$ cat config.mk
export PLATFORM = sky130hd
export DESIGN_NAME = seq_alu
export DESIGN_NICKNAME = d
export VERILOG_FILES = /design/src/rtl/seq_alu.sv
export SDC_FILE = /design/constraint.sdc
export NUM_CORES = 1
export LEC_CHECK = 0
export CAP_MARGIN = 10
export CORE_UTILIZATION = 35
export DETAILED_ROUTE_END_ITERATION = 8
export GPL_ROUTABILITY_DRIVEN = 0
export PLACE_DENSITY = 0.65
export SYNTH_ARGS = -nofsm -noshare
export SYNTH_HDL_FRONTEND = slang
export SYNTH_SLANG_ARGS = --single-unit
$ cat constraint.sdc
create_clock -name clk -period 3.4 [get_ports clk]
set_input_delay 0.68 -clock clk [delete_from_list [all_inputs] [get_ports clk]]
set_output_delay 0.68 -clock clk [all_outputs]
set_load 0.1 [all_outputs]
$ cat src/rtl/seq_alu.sv
// Multi-cycle 16-bit ALU: single-cycle ADD/SUB, iterative shift-add MUL and
// restoring DIV, driven by a level start/done handshake.
module seq_alu #(
  parameter int WIDTH = 16
) (
  input  logic             clk,
  input  logic             reset,
  input  logic             start,
  input  logic [2:0]       opcode,
  input  logic [WIDTH-1:0] a,
  input  logic [WIDTH-1:0] b,
  output logic [WIDTH-1:0] result_low,
  output logic [WIDTH-1:0] result_high,
  output logic             done,
  output logic [1:0]       dbg_state_o
);

  // Handshake: start is a level request held until done is seen; done is a
  // level held until start is sampled low, after which the block returns to
  // IDLE and may accept again on the following edge.

  localparam int CW = $clog2(WIDTH);
  localparam logic [2:0] OP_ADD = 3'b000;
  localparam logic [2:0] OP_SUB = 3'b001;
  localparam logic [2:0] OP_MUL = 3'b010;
  localparam logic [2:0] OP_DIV = 3'b011;

  typedef enum logic [1:0] {
    S_IDLE = 2'd0,
    S_BUSY = 2'd1,
    S_DONE = 2'd2
  } state_t;

  state_t             state_q;
  logic [CW-1:0]      cnt_q;
  logic [2:0]         op_q;
  logic [WIDTH-1:0]   opb_q;
  logic [2*WIDTH-1:0] acc_q;

  logic [WIDTH:0]     sum_w;
  logic [WIDTH:0]     diff_w;
  logic [WIDTH-1:0]   fast_lo_d;
  logic [WIDTH-1:0]   fast_hi_d;
  logic               is_iter_d;

  logic [WIDTH:0]     mul_sum;
  logic [2*WIDTH-1:0] mul_next;
  logic [WIDTH:0]     div_shift;
  logic [WIDTH+1:0]   div_trial;
  logic [2*WIDTH-1:0] div_next;
  logic [2*WIDTH-1:0] acc_d;

  assign sum_w  = {1'b0, a} + {1'b0, b};
  assign diff_w = {1'b0, a} - {1'b0, b};

  always_comb begin
    fast_lo_d = '0;
    fast_hi_d = '0;
    is_iter_d = 1'b0;
    case (opcode)
      OP_ADD: begin
        fast_lo_d = sum_w[WIDTH-1:0];
        fast_hi_d = WIDTH'(sum_w[WIDTH]);
      end
      OP_SUB: begin
        fast_lo_d = diff_w[WIDTH-1:0];
        fast_hi_d = WIDTH'(diff_w[WIDTH]);
      end
      OP_MUL: is_iter_d = 1'b1;
      OP_DIV: begin
        if (b == '0) begin
          fast_lo_d = '1;
          fast_hi_d = a;
        end else begin
          is_iter_d = 1'b1;
        end
      end
      default: begin
        fast_lo_d = '0;
        fast_hi_d = '0;
      end
    endcase
  end

  // MUL: acc holds {partial product high, multiplier}; add then shift right.
  assign mul_sum  = {1'b0, acc_q[2*WIDTH-1:WIDTH]} +
                    (acc_q[0] ? {1'b0, opb_q} : {(WIDTH+1){1'b0}});
  assign mul_next = {mul_sum, acc_q[WIDTH-1:1]};

  // DIV: acc holds {remainder, dividend/quotient}; quotient bits enter at LSB.
  assign div_shift = {acc_q[2*WIDTH-1:WIDTH], acc_q[WIDTH-1]};
  assign div_trial = {1'b0, div_shift} - {2'b00, opb_q};
  assign div_next  = div_trial[WIDTH+1] ?
                     {div_shift[WIDTH-1:0], acc_q[WIDTH-2:0], 1'b0} :
                     {div_trial[WIDTH-1:0], acc_q[WIDTH-2:0], 1'b1};

  assign acc_d = (op_q == OP_DIV) ? div_next : mul_next;

  always_ff @(posedge clk or posedge reset) begin
    if (reset) begin
      state_q     <= S_IDLE;
      cnt_q       <= '0;
      op_q        <= '0;
      opb_q       <= '0;
      acc_q       <= '0;
      result_low  <= '0;
      result_high <= '0;
      done        <= 1'b0;
    end else begin
      case (state_q)
        S_IDLE: begin
          if (start) begin
            op_q  <= opcode;
            opb_q <= b;
            if (is_iter_d) begin
              acc_q   <= {{WIDTH{1'b0}}, a};
              cnt_q   <= '0;
              state_q <= S_BUSY;
            end else begin
              result_low  <= fast_lo_d;
              result_high <= fast_hi_d;
              done        <= 1'b1;
              state_q     <= S_DONE;
            end
          end
        end
        S_BUSY: begin
          acc_q <= acc_d;
          cnt_q <= cnt_q + CW'(1);
          if (cnt_q == CW'(WIDTH - 1)) begin
            result_low  <= acc_d[WIDTH-1:0];
            result_high <= acc_d[2*WIDTH-1:WIDTH];
            done        <= 1'b1;
            cnt_q       <= '0;
            state_q     <= S_DONE;
          end
        end
        S_DONE: begin
          if (!start) begin
            done    <= 1'b0;
            state_q <= S_IDLE;
          end
        end
        default: state_q <= S_IDLE;
      endcase
    end
  end

  assign dbg_state_o = state_q;

endmodule
## Word-level counts from Yosys, hierarchy flattened

Index checks and enable logic that the tools add are counted.
W data, S select, Z words.

| storage, ports and cells | value |
|---|---|
| register bits after elaboration | 90 |
| bits in latches | 0 |
| memory bits (writable) | 0 |
| memory bits (read-only) | 0 |
| input port bits | 38 |
| output and inout bits | 35 |
| logic and storage cells | 69 |
| memories kept | 0 |

| cells by class | value |
|---|---|
| $add $sub $neg | 5 |
| $mul | 0 |
| divide/modulo/power cells | 0 |
| order comparisons | 0 |
| equal/unequal tests | 12 |
| shift-type cells | 0 |
| muxes and demuxes | 34 |
| bitwise gates (word level) | 0 |
| reduce and logical (&&, ||, !) cells | 10 |

Operators with widths:

| cell | count |
|---|---|
| $mux W16 | 9 |
| $mux W32 | 4 |
| $pmux W16 S3 | 2 |
| $pmux W16 S2 | 2 |
| $pmux W32 S2 | 1 |
| $add A16 B16 Y17 | 2 |
| $sub A17 B16 Y18 | 1 |
| $sub A16 B16 Y17 | 1 |
| $logic_not A16 Y1 | 1 |
| $mux W4 | 3 |
| $ne A2 B2 Y1 const B | 5 |
| $eq A3 B2 Y1 const B | 3 |
| $mux W2 | 4 |
| $pmux W4 S2 | 1 |
| $pmux W2 S3 | 1 |
| $reduce_and A3 Y1 | 2 |
| $mux W1 | 5 |
| $reduce_and A5 Y1 | 1 |
| $add A4 B1 Y4 const B | 1 |
| $eq A4 B4 Y1 const B | 1 |
| $reduce_and A4 Y1 | 1 |
| $eq A3 B1 Y1 const B | 1 |
| $logic_not A3 Y1 | 1 |
| $pmux W1 S3 | 1 |
| other kinds (7) | 7 |

## Logic depth before layout (Yosys ltp)

Gate-level depths: netlist of the first run.

| depth | value |
|---|---|
| depth in word-level cells | 6 |
| mapped depth | 11 |
| depth with buffers taken out | 11 |

## Least setup slack after synthesis of the first run

No wires, ideal clock.

| timing path | value |
|---|---|
| path kind | register to register |
| start point | register state_q[1], in the netlist dbg_state_o[1] |
| end point | register result_low[13] |
| setup time | 0.126 ns |
| arrival time | 2.741 ns |
| required time | 3.274 ns |
| path slack | 0.533 ns |
| stages on the path, launching flop included | 8 |
| buffers on the path | 1 |
| clock period less this slack | 2.867 ns |
| path through | dfrtp_1 -> buf_2 -> nand2b_1 -> a31oi_1 -> or4_4 -> or3_4 -> and4b_1 -> nor3_1 |

| between the ends | value |
|---|---|
| word-level cells in the longest chain between the ends | 3 |
| elaborated cells between the ends (all ways) | 8 |
| classes of those cells | eq/ne (4); mux (1); reduce/logical (3) |

RTL lines:

| what | RTL line | RTL |
|---|---|---|
| from (decl) | 34 | `state_t state_q;` |
| from (signal assigned) | 101 | `state_q <= S_IDLE;` |
| from (signal assigned) | 118 | `state_q <= S_BUSY;` |
| from (signal assigned) | 123 | `state_q <= S_DONE;` |
| $eq A2 B1 Y1 or $logic_not A2 Y1 (tied branches) | 110 | `case (state_q)` |
| $ne A2 B2 Y1 (no line) or $reduce_bool A2 Y1 (tied branches) | - |  |
| $reduce_and A4 Y1 (no line) | - |  |
| to (signal assigned) | 120 | `result_low <= fast_lo_d;` |
| to (signal assigned) | 131 | `result_low <= acc_d[WIDTH-1:0];` |
| to (decl) | 12 | `output logic [WIDTH-1:0] result_low,` |

Parallel ways exist; a longest one is shown, timed or not.
A chain may end at the register's enable or synchronous reset.

## Worst setup path in the final report of the first run

| timing path | value |
|---|---|
| start point | input port a[0] |
| end point | register result_low[14] |

| between the ends | value |
|---|---|
| word-level cells in the longest chain between the ends | 5 |
| elaborated cells between the ends (all ways) | 6 |
| classes of those cells | add/sub (2); mux (4) |

RTL lines:

| what | RTL line | RTL |
|---|---|---|
| from (decl) | 10 | `input logic [WIDTH-1:0] a,` |
| $sub A16 B16 Y17 or $add A16 B16 Y17 (tied branches) | 54, 53 |  |
| $pmux W16 S3 (*) | 60 | `case (opcode)` |
| $mux W16 (*) | 115 | `if (is_iter_d) begin` |
| $mux W16 (*) | 112 | `if (start) begin` |
| $pmux W16 S2 (*) | 110 |  |

Mark *: on every way between the ends. The rest lies on a longest branch, timed or not. The select of a mux whose other input is x is not followed.

==> impl_summary.log, run 1 <==
INFO  metric die_y = 153 um
INFO  metric post_synthesis_instance_total = 1022
INFO  metric post_synth.cell_area_avg = 7.82 um2
INFO  metric synth_area_in_simple_gates = 22.2%
INFO  metric tightestPinTransition = 0.904 ns
INFO  metric setup-violations-final = 0
INFO  metric worst-path-max-fanout = 3
INFO  metric main_combinational_cell_family_by_area_after_synthesis = compound AO/OA/AOI/OAI gates
INFO  metric power_leakage = 4.56 nW
INFO  metric antenna_cells = 0
INFO  metric first_global_vias = 7739
INFO  metric detailedPlacementHpwl = 21.2 mm
INFO  metric worst_slew_margin_rel = 39.3%
INFO  metric ys_async_sr_fraction = 100%
INFO  metric post-synth-top-area-fraction = 28.2%
INFO  metric power_density = 941 mW/mm2
INFO  metric hold_viol_final = 0
INFO  metric worst_ep_required_time = 3.69 ns
INFO  metric ys_ff_latch = 90
INFO  metric worst_r2r_endpoint = result_high[10]
INFO  metric number_of_antenna_violations_at_the_first_check_in_global_routing = 0
INFO  metric layout_min_cycle_time = 3.21 ns
INFO  metric num_vias = 8267
INFO  metric drt-initial-drc-count = 797
INFO  metric totalNegativeSetupSlack = 0 ns
INFO  metric route.detailed.drc = 0
INFO  metric fraction_of_synthesized_area_in_multiplexers = 3.16%
INFO  metric synth.cells.most_frequent = sky130_fd_sc_hd__nand2_1, sky130_fd_sc_hd__dfrtp_1, sky130_fd_sc_hd__o21ai_0
INFO  metric timing.critical_path.slowest_stage_cell = sky130_fd_sc_hd__clkdlybuf4s50_1
INFO  metric critical_path.n_buffers_inverters = 3
INFO  metric internal_power = 4.28 mW
INFO  metric worst_path_most_repeated_cell = sky130_fd_sc_hd__nor2_1
INFO  metric synthAdderAreaFrac = 11.3%
INFO  metric crit_startpoint = a[0]
INFO  metric cts-resized-gates = 0
INFO  metric tritoncts_num_sinks = 90
INFO  metric drive_gt1_share = 15.3%
INFO  metric grt.overflow.total = 0
INFO  metric synth.distinct_cells = 69
INFO  metric num_rows = 54
INFO  metric worstRegToRegCells = 9
INFO  metric r2r_setup_slack = 0.30 ns
INFO  metric setup_repair_after_global_routing_missed_its_margin = false
INFO  metric area_of_the_die = 0.0234 mm2
INFO  metric placed_cells = 1419
INFO  metric status = finished clean
INFO  metric finalNetCount = 1258
INFO  metric first_pass_iters = 6
INFO  metric placement.io_buffers = 72
INFO  metric timing.fmax = 312 MHz
INFO  metric floorplan.die.width = 153 um
INFO  metric coreArea = 0.0221 mm2
INFO  metric worst-endpoint-arrival = 3.50 ns
INFO  metric cts_root_buf = sky130_fd_sc_hd__clkbuf_16
INFO  metric max-clock-path-buffers = 2
INFO  metric cts-hold-fix-buffers = 0
INFO  metric yosysWarnings = 0
INFO  metric synth_largest_area_cell = sky130_fd_sc_hd__dfrtp_1
INFO  metric antenna_violating_nets_post_route = 0
INFO  metric ys_seq_area_share = 28.2%
INFO  metric cp-start-kind = primary input
INFO  metric clock_power_share = 11.5%
INFO  metric post-cts-setup-buffer-count = 0
INFO  metric areaGrowthSynthToFinish = 23.4%
INFO  metric clk_transition_reported_paths = 0.07 ns
INFO  metric initial_core_util = 36.2%
INFO  metric cp_slowest_stage_delay = 0.50 ns
INFO  metric drt-total-wl = 27.0 mm
INFO  metric yosys.cell_count.top_type = sky130_fd_sc_hd__nand2_1
INFO  metric worstHoldStart = result_low[0]
INFO  metric total_power = 9.27 mW
INFO  metric hold-worst-slack = 0.485 ns
INFO  metric synth_compound_gate_area_share = 27.1%
INFO  metric filler_cell_count = 2199
INFO  metric pin_count_of_the_biggest_net_entering_global_routing = 62
INFO  metric r2r-start = acc_q[26]
INFO  metric stdcell_count = 1435
INFO  metric cts-buffers-inserted = 9
INFO  metric end_kind = flip-flop
INFO  metric vias_per_cell = 5.76
INFO  metric grt_first_pass_wirelength = 42.4 mm
INFO  metric finalCritPeriodShare = 94.3%
INFO  metric design.portCount = 73
INFO  metric postSynth.topFlopCell = sky130_fd_sc_hd__dfrtp_1
INFO  metric power_frac_seq = 21.1%
INFO  metric clock_skew = 0.00592 ns
INFO  metric synth-edff-count = 0
INFO  metric max-vdd-ir-drop = 0.000682 V
INFO  metric grt_usage = 23.3%
INFO  metric hp-class = reg -> reg
INFO  metric worstSkewPairLatency = 0.36 ns
INFO  metric synthesis.area = 0.00799 mm2
INFO  metric h-tree-depth = 3
INFO  metric timing.critical_path.max_delay_family = compound AO/OA/AOI/OAI gates
INFO  metric post_synth_xor_area_fraction = 2.19%
INFO  metric tritoncts = built
INFO  metric comb_power_share = 67.4%
INFO  metric cap_violations = 0
INFO  metric hold_path_cell_cnt = 2
INFO  metric net_switching_share_of_the_total_power = 53.9%
INFO  metric critical_path_class = in -> reg
INFO  metric synth.top_cells.by_area = sky130_fd_sc_hd__dfrtp_1, sky130_fd_sc_hd__ha_1, sky130_fd_sc_hd__nand2_1
INFO  metric synth_nets = 1130
INFO  metric holdPathEnd = result_low[0]
INFO  metric timing.critical_path.cells = clkdlybuf4s50_1 -> ha_1 -> inv_1 -> fa_1 -> nor2_1 -> o311ai_0 -> a211o_1 -> a2111oi_1 -> buf_4 -> mux2i_1 -> nor2_1 -> a31oi_1
INFO  metric drt-wirelength-per-cell = 18.8 um
INFO  metric p_sw = 5.00 mW
INFO  metric max_slew_violations = 0
-- registers in the layout (all words and copies together) (netlist names) --
register / count
op_q: 3
result_high: 16
cnt_q: 4
acc_q: 32
done: 1
dbg_state_o: 2
opb_q: 16
result_low: 16
-- worst register-to-register path: stages, from the launching register on --
cell	delay, ns
sky130_fd_sc_hd__dfrtp_1	0.42
sky130_fd_sc_hd__ha_1	0.41
sky130_fd_sc_hd__nand2_1	0.09
sky130_fd_sc_hd__o21ai_0	0.45
sky130_fd_sc_hd__a41o_1	0.35
sky130_fd_sc_hd__a211o_1	0.34
sky130_fd_sc_hd__buf_4	0.24
sky130_fd_sc_hd__nor3_1	0.05
sky130_fd_sc_hd__or4_1	0.44
sky130_fd_sc_hd__a31oi_1	0.22
-- cell usage in the layout (no fill, tap or decap), types with 21 or more instances in the layout --
cell,Yosys,final
sky130_fd_sc_hd__o21ai_0,90,90
sky130_fd_sc_hd__nor2_1,60,59
sky130_fd_sc_hd__clkdlybuf4s50_1,0,37
sky130_fd_sc_hd__nor3_1,32,32
sky130_fd_sc_hd__dfrtp_1,90,90
sky130_fd_sc_hd__a31oi_1,21,21
sky130_fd_sc_hd__buf_4,1,129
sky130_fd_sc_hd__a21oi_1,84,84
sky130_fd_sc_hd__nand2_1,145,145
sky130_fd_sc_hd__ha_1,66,66
sky130_fd_sc_hd__inv_1,68,67
-- layout make-up --
class	instances	area, um2	share of cell area (%)
clock buffers	12	246	2.50
clock inverters	4	51.3	0.521
inverters	68	258	2.62
multi-input cells	812	5300	53.8
flip-flops and latches	90	2250	22.9
well taps	280	350	3.56
repair buffers	169	1400	14.2
-- logic make-up after synthesis --
logic type      count (synthesis)
buf+inv                       120
compound gates                334
mux                            24
fa+ha+maj                      70
xor+xnor                       20
simple gates                  364
flops                          90
-- how the worst max path moves through the flow --
stage / endpoint / slack, ns / cells past startpoint
6_report: result_low[14] / 0.19 / 12
5_1_grt: result_low[14] / 0.008 / 12
4_1_cts: result_low[14] / 0.17 / 12
3_5_place_dp: result_low[14] / -0.23 / 12
3_3_place_gp: result_low[14] / -0.15 / 12
2_1_floorplan: acc_q[0] / 0.38 / 1
-- power by group through the flow --
stage	clock (mW)	sequential [mW]	combinational, mW
floorplan	0	3.22	3.26
global placement	0	1.96	6.11
detailed placement	0	1.97	6.18
CTS	1.07	1.95	6.22
global route	1.12	2.02	6.74
finish	1.07	1.96	6.25
-- per-layer routing --
metal | GRT usage, % | vias to the layer above | routed length (um)
li1 | - | 3948 | -
met1 | 30.5 | 3971 | 11800
met2 | 38.3 | 282 | 12700
met3 | 2.89 | 66 | 1450
met4 | 11.0 | 0 | 1140
met5 | 0 | - | 0
-- metrics by stage --
| step | setup WS (ns) | util [%] | area (um2) |
|---|---|---|---|
| finish | 0.194 | 44.6 | 9850 |
| detailed placement | -0.234 | 43.2 | 9560 |
| global placement | -0.155 | 43.2 | 9560 |
| global route | 0.00804 | 44.6 | 9850 |
| floorplan | 0.385 | - | 7990 |
| CTS | 0.166 | 44.6 | 9850 |
Power figures use the tool's default switching activity.
==> run 2: changes to the inputs <==
--- a/config.mk
+++ b/config.mk
@@ -5,6 +5,7 @@
 export SDC_FILE = /design/constraint.sdc
 export NUM_CORES = 1
 export LEC_CHECK = 0
+export ABC_AREA = 1
 export CAP_MARGIN = 10
 export CORE_UTILIZATION = 35
 export DETAILED_ROUTE_END_ITERATION = 8
==> impl_summary.log, run 2 <==
INFO  metric tritoncts = built
INFO  metric synth.top_cells.by_area = sky130_fd_sc_hd__dfrtp_1, sky130_fd_sc_hd__nand2_1, sky130_fd_sc_hd__ha_1
INFO  metric floorplan.die.width = 159 um
INFO  metric worst_slew_margin_rel = 35.9%
INFO  metric finalWorstSetupSlack = 0.506 ns
INFO  metric hp-class = reg -> reg
INFO  metric grt.overflow.total = 0
INFO  metric drt-total-wl = 28.9 mm
INFO  metric timing.fmax = 346 MHz
INFO  metric grt_usage = 23.1%
INFO  metric synthesis.area = 0.00862 mm2
INFO  metric max_slew_violations = 0
INFO  metric worst-path-max-fanout = 10
INFO  metric finalNetCount = 1528
INFO  metric mostFrequentLayoutCell = sky130_fd_sc_hd__nand2_1
INFO  metric tritoncts_num_sinks = 90
INFO  metric detailedPlacementHpwl = 22.9 mm
INFO  metric largest-register = acc_q
INFO  metric area_of_the_die = 0.0253 mm2
INFO  metric hold_viol_final = 0
INFO  metric tightestPinTransition = 0.958 ns
INFO  metric clock_skew = 0.00704 ns
INFO  metric layout_min_cycle_time = 2.89 ns
INFO  metric die_y = 159 um
INFO  metric route.detailed.drc = 0
INFO  metric worst-endpoint-arrival = 3.14 ns
INFO  metric power_density = 947 mW/mm2
INFO  metric grt_first_pass_wirelength = 46.0 mm
INFO  metric postSynth.topFlopCell = sky130_fd_sc_hd__dfrtp_1
INFO  metric clk_transition_reported_paths = 0.07 ns
INFO  metric placed_cells = 1733
INFO  metric ys_async_sr_fraction = 100%
INFO  metric max-vdd-ir-drop = 0.000802 V
INFO  metric largest_register_ff_count = 32
INFO  metric ys_ff_latch = 90
INFO  metric yosys.cell_count.top_type = sky130_fd_sc_hd__nand2_1
INFO  metric post-synth-top-area-fraction = 26.1%
INFO  metric num_rows = 57
INFO  metric seq_area = 0.00225 mm2
INFO  metric setup_repair_after_global_routing_missed_its_margin = false
INFO  metric antenna_violating_nets_post_route = 0
INFO  metric power_leakage = 5.46 nW
INFO  metric cts-buffers-inserted = 9
INFO  metric synth.distinct_cells = 45
INFO  metric synth-edff-count = 0
INFO  metric end_kind = flip-flop
INFO  metric initial_core_util = 35.5%
INFO  metric worstSkewPairLatency = 0.35 ns
INFO  metric status = finished clean
INFO  metric yosysWarnings = 0
INFO  metric design.portCount = 73
INFO  metric cts_root_buf = sky130_fd_sc_hd__clkbuf_16
INFO  metric h-tree-depth = 3
INFO  metric final_core_util = 41.0%
INFO  metric coreArea = 0.0242 mm2
INFO  metric number_of_antenna_violations_at_the_first_check_in_global_routing = 0
INFO  metric multi_input_comb_area = 0.00546 mm2
INFO  metric place_worst_setup_slack = 0.211 ns
INFO  metric setup-violations-final = 0
INFO  metric totalNegativeSetupSlack = 0 ns
INFO  metric post-route-cell-area = 0.00995 mm2
INFO  metric first_pass_iters = 6
INFO  metric synth_largest_area_cell = sky130_fd_sc_hd__dfrtp_1
INFO  metric critical_path_class = in -> reg
INFO  metric stdcell_count = 1749
INFO  metric finalCritPeriodShare = 85.1%
INFO  metric filler_cell_count = 2611
INFO  metric drive_gt1_share = 10.4%
INFO  metric areaGrowthSynthToFinish = 15.5%
INFO  metric antenna_cells = 0
INFO  metric drt-wirelength-per-cell = 16.5 um
INFO  metric placement.io_buffers = 72
INFO  metric layout.cells.most_common_list = sky130_fd_sc_hd__nand2_1, sky130_fd_sc_hd__inv_1, sky130_fd_sc_hd__nor2_1, sky130_fd_sc_hd__nand3_1, sky130_fd_sc_hd__a21oi_1
INFO  metric cp-start-kind = primary input
INFO  metric num_vias = 9170
INFO  metric vias_per_cell = 5.24
INFO  metric hold-worst-slack = 0.489 ns
INFO  metric cts-hold-fix-buffers = 0
INFO  metric synth_nets = 1466
INFO  metric post_synthesis_instance_total = 1358
INFO  metric worst_ep_required_time = 3.65 ns
INFO  metric ys_seq_area_share = 26.1%
INFO  metric drt-initial-drc-count = 915
INFO  metric dpl_cell_area = 0.00963 mm2
INFO  metric cts-resized-gates = 0
INFO  metric total_power = 9.43 mW
INFO  metric max-clock-path-buffers = 2
INFO  metric first_global_vias = 8721
INFO  metric post-cts-setup-buffer-count = 0
INFO  metric pin_count_of_the_biggest_net_entering_global_routing = 48
INFO  metric cap_violations = 0
INFO  metric synth.cells.most_frequent = sky130_fd_sc_hd__nand2_1, sky130_fd_sc_hd__inv_1, sky130_fd_sc_hd__nor2_1
INFO  metric post_synth.cell_area_avg = 6.35 um2
## run 2: cell count changes after synthesis, sizes merged, moves of 14 or more
cell	delta
nand2	+261
nand3	+119
inv	+108
nor2	+107
a21oi	+34
a31oi	-20
clkbuf	-20
nor3	-19
a211oi	-17
a21o	-16
nand2b	-16
buf	+14
mux2i	-14
## run 2: power breakdown
group          internal (mW)  switching, mW  total, mW
combinational           1.79           4.50       6.29
clock                  0.656          0.473       1.13
sequential              1.55          0.457       2.01
total                   4.00           5.43       9.43
## run 2: metal layers
| layer | share of wire [%] | wire length, um | GRT usage, % | vias to the layer above |
|---|---|---|---|---|
| met5 | 0 | 0 | 0 | - |
| met4 | 4.0 | 1160 | 9.83 | 0 |
| met3 | 6.5 | 1880 | 2.53 | 68 |
| met2 | 46 | 13400 | 38.1 | 358 |
| met1 | 43 | 12500 | 30.5 | 4259 |
| li1 | - | - | - | 4485 |
## run 2: worst paths after layout
path | slack (ns) | from | to | cells past startpoint
max | 0.51 | b[11] | result_high[0] | 15
min | 0.49 | result_low[2] | result_low[2] | 2
max reg2reg | 0.83 | acc_q[15] | result_high[14] | 15
min reg2reg | 0.49 | result_low[2] | result_low[2] | 2
max in group asynchronous | 2.02 | reset | acc_q[4] | 3
min in group asynchronous | 0.74 | reset | op_q[2] | 2
## run 2: logic make-up (layout without fill, tap and decap cells)
family	count (synthesis)	in the layout	share of synthesized area [%]
AO/OA/AOI/OAI	215	215	13.5
buffers and inverters	222	289	10.7
AND/OR/NAND/NOR	751	751	38.2
XOR/XNOR	9	9	0.915
adder cells (fa/ha/maj)	70	70	10.5
multiplexers	1	1	0.131
flip-flops	90	90	26.1
## run 2: layout make-up
cell class	instances	area share, %
clock buffers	10	2.30
clock inverters	6	0.968
inverters	176	6.66
multi-input cells	1046	54.8
flip-flops and latches	90	22.6
well taps	324	4.07
repair buffers	97	8.52
## run 2: worst max-delay path, cell delays in order
cell and delay [ns]:
sky130_fd_sc_hd__clkdlybuf4s50_1 0.61, sky130_fd_sc_hd__inv_1 0.12, sky130_fd_sc_hd__ha_1 0.53, sky130_fd_sc_hd__inv_1 0.16
sky130_fd_sc_hd__a21o_1 0.20, sky130_fd_sc_hd__nor2_1 0.22, sky130_fd_sc_hd__inv_1 0.07, sky130_fd_sc_hd__a21oi_1 0.13
sky130_fd_sc_hd__nand2_1 0.06, sky130_fd_sc_hd__nand2_1 0.05, sky130_fd_sc_hd__nand3_1 0.07, sky130_fd_sc_hd__nand2_1 0.06
sky130_fd_sc_hd__nand2_1 0.06, sky130_fd_sc_hd__nand2_1 0.05, sky130_fd_sc_hd__nand2_1 0.05
==> RTL change 1 (settings of run 1) <==
Make the reset (`reset`) synchronous in one clocked block.
--- a/src/rtl/seq_alu.sv
+++ b/src/rtl/seq_alu.sv
@@ -97,5 +97,5 @@
   assign acc_d = (op_q == OP_DIV) ? div_next : mul_next;
 
-  always_ff @(posedge clk or posedge reset) begin
+  always_ff @(posedge clk) begin
     if (reset) begin
       state_q     <= S_IDLE;
Function: differs if reset is asserted again (counterexample within 4 cycles, from zero or initial values and one cycle with reset high); with reset held inactive, the same outputs for 10 cycles.
==> RTL change 1 against run 1 <==
Wire length fell by 7.4%. Final cell count down 3.1%. Via count down 6.3%. First-iteration DRC count decreased by 12%. Utilization is 0.40 points higher. Critical path depth stayed put. Global-route usage increased by 0.066 points. Non-clock buffer count increased by 4. Design area fell by 7.3%. Area after synthesis down 9.0%. Worst setup slack worse by 0.050 ns. Sequential cell count did not move. Largest cell class unchanged.
Power is not compared: it rests on default switching activity, and its combinational part moved more than twofold at a synthesized area within 25%.
==> RTL change 1: results (changes against run 1) <==
- Status: complete, no violations
- HPWL Detailed: 19.4 mm (-8.6%)
- Compound-Gate Fraction of Synth Area: 0.301 (+0.0294)
- Via count: 7743 (-6.3%)
- Drt pass-1 iters: 7 (+1)
- Post-synthesis sequential area ratio: 0.248 (-0.0340)
- GRT Total Usage: 0.234 (+0.000659)
- Most common cell in the netlist: a21oi_1
- Met2 Wirelength: 11.3 mm (-11%)
- Net Count, Synth: 1095 (-3.1%)
- Worst Setup SP: b[4]
- Number of global-route vias before repair: 7265 (-6.1%)
- Met3 Wirelength: 1.27 mm (-13%)
- DRT iter0 DRCs: 700 (-12%)
- CP max FO: 6 (+3)
- Synth top area cells: dfxtp_1, ha_1, a21oi_1
- WL/cell: 18.0 um (-4.5%)
- Worst r2r src: opb_q[1]$_SDFFE_PP0P_
- Hold Path End: op_q[1]$_SDFFE_PP0P_
- Ys async rst share: 0 (-1.00)
- Largest net degree at the start of global routing: 66 (+6.5%)
- Met1 Use GR: 0.308 (+0.00305)
- Max Clock Skew: 0.00882 ns (+0.00290 ns)
- Top cells by instance count after synthesis: a21oi_1, nand2_1, dfxtp_1
- Nets: 1224 (-2.7%)
- First-pass GRT wire length: 39.3 mm (-7.4%)
- Grt met2 use: 0.380 (-0.00344)
- Synth Area in Adders: 0.125 (+0.0113)
- Met1 wire length: 11.3 mm (-4.2%)
- Met3 Use GR: 0.0216 (-0.00736)
- Leading register cell type out of synthesis: dfxtp_1
- Fraction of synthesized area in multiplexers: 0.0210 (-0.0106)
- Reg2Reg Depth: 12 (+3)
- Netlist cell types: 73 (+5.8%)
RTL change 1: worst reg2reg max path: stages, from the launching register on:
cell      delay, ns
dfxtp_1        0.37
inv_1          0.09
ha_1           0.29
nor2b_1        0.15
o31a_2         0.34
o31ai_4        0.29
o311ai_4       0.18
a41oi_4        0.40
buf_4          0.26
a211oi_1       0.06
a211oi_1       0.25
a211o_1        0.19
a21oi_1        0.07
RTL change 1: stage by stage:
step	TNS [ns]	worst slack [ns]	std cells	cell area [um^2]	hold WS (ns)
floorplan	0	0.374	987	7270	0.436
global placement	-2.07	-0.271	1374	8780	0.445
detailed placement	-2.32	-0.311	1374	8780	0.447
CTS	0	0.0381	1390	9090	0.457
global route	0	0.0210	1391	9140	0.490
finish	0	0.144	1391	9140	0.457
RTL change 1: final cells by class:
cell class | count | share of cell area
multi-input cells | 784 | 0.551
clock buffers | 10 | 0.0262
flip-flops and latches | 90 | 0.197
clock inverters | 6 | 0.00781
repair buffers | 173 | 0.157
inverters | 58 | 0.0238
well taps | 270 | 0.0370
==> RTL change 2 (settings of run 1) <==
Made on the original files. Change the parameter `WIDTH` from 16 to 32.
--- a/src/rtl/seq_alu.sv
+++ b/src/rtl/seq_alu.sv
@@ -2,5 +2,5 @@
 // restoring DIV, driven by a level start/done handshake.
 module seq_alu #(
-  parameter int WIDTH = 16
+  parameter int WIDTH = 32
 ) (
   input  logic             clk,
Ports: changed (resized a, b, result_high and result_low); port bits go from 73 to 137. No check against the original RTL was run, so the function may have changed too.
==> RTL change 2 against run 1 <==
The flow now finishes with violations (negative setup slack). Largest power group unchanged. Worst setup slack worse by 0.29 ns. Wire length increased by 120%. Maximum frequency is 8.3% lower. Power grew 110%. Sequential cell count up 81. Area after synthesis grew 88%. Largest cell class unchanged. Critical path depth increased by 3. Design area increased by 110%.
==> RTL change 2: results (changes against run 1) <==
- Hold path start: result_high[14]$_DFFE_PP0P_
- Post-route setup TNS: -0.106 ns (-0.106 ns)
- Met3 Use GR: 0.0343 (+0.00535)
- Final Setup Violations: 3 (+3)
- Setup WS post-layout: -0.0971 ns (-0.291 ns)
- DRT iter0 DRCs: 1427 (+79%)
- H-Tree Level Count: 4 (+1)
- Setup WS pre-CTS: -0.878 ns (-0.644 ns)
- Slowest CP cell: a2111o_1
- Max Clock Skew: 0.0170 ns (+0.0111 ns)
- GRT Total Usage: 0.258 (+0.0243)
- Drt pass-1 iters: 5 (-1)
- Number of global-route vias before repair: 15900 (+100%)
- Top cells by instance count after synthesis: nand2_1, a21oi_1, o21ai_0
- Met1 wire length: 24.2 mm (+110%)
- I/O Buffers: 136 (+89%)
- Setup CP Type: flip-flop to flip-flop
- Worst-Skew Late Latency: 0.46 ns (+0.10 ns)
- Rel. slew slack: 0.545 (+0.152)
- XOR/XNOR share of the synthesized area: 0.0519 (+0.0300)
- Worst r2r src: acc_q[0]$_DFFE_PP0P_
- Synth top area cells: dfrtp_1, ha_1, a21oi_1
- Met1 Use GR: 0.342 (+0.0375)
- FF-to-FF End: result_high[31]$_DFFE_PP0P_
- Hold Path End: result_high[14]$_DFFE_PP0P_
- Net Count, Synth: 2177 (+93%)
- Ratio of cells with drive above 1 in the final layout: 0.267 (+0.113)
- Met2 Wirelength: 26.7 mm (+110%)
- Critical path arrival: 3.87 ns (+0.37 ns)
- Post-synthesis sequential area ratio: 0.285 (+0.00323)
- First-pass GRT wire length: 88.2 mm (+110%)
- WL/cell: 20.1 um (+6.8%)
- VDD IR max: 0.696 mV (+2.1%)
- Largest stage delay, worst path: 0.44 ns (-0.06 ns)
- HPWL Detailed: 44.5 mm (+110%)
- Netlist cell types: 76 (+10%)
- Synth Area in Adders: 0.115 (+0.00117)
- Syn. warnings: 0 (unchanged)
- Met3 Wirelength: 4.73 mm (+230%)
- Violated checks: negative setup slack
- Post-CTS setup buffers: 9 (+9)
- Nets: 2567 (+100%)
- Fraction of synthesized area in multiplexers: 0.0213 (-0.0103)
- Grt met2 use: 0.413 (+0.0295)
- Top reg by flops: acc_q
- Max FFs per register: 64 (+100%)
- Status: finished with violations
- CP max FO: 3 (unchanged)
- Via count: 16700 (+100%)
- Initial antenna violation count: 1 (+1)
- Largest net degree at the start of global routing: 63 (+1.6%)
- LEAKAGE: 9.79 nW (+110%)
- Reg2Reg Depth: 15 (+6)
RTL change 2: where the power goes:
group	leakage (nW)	switching (mW)	total (mW)	internal (mW)
registers	2.17	0.796	3.74	2.94
clock network	0.285	0.988	2.03	1.04
logic	7.33	8.66	13.7	5.08
RTL change 2: metrics by stage:
step | instances | area, um^2 | hold slack (ns)
after global placement | 2850 | 18900 | 0.465
after global routing | 2914 | 20900 | 0.507
after detailed placement | 2850 | 18900 | 0.472
final | 2915 | 20900 | 0.479
after floorplan | 1972 | 15000 | 0.465
after CTS | 2890 | 20000 | 0.488
RTL change 2: cell type report:
type | instances | area [um^2]
antenna | 1 | 2.50
clock buffer | 18 | 429
clock inverter | 14 | 151
fill | 3865 | 21300
inverter | 109 | 413
multi-input combinational | 1588 | 10900
sequential | 171 | 4280
tap | 539 | 674
timing repair buffer | 475 | 3980
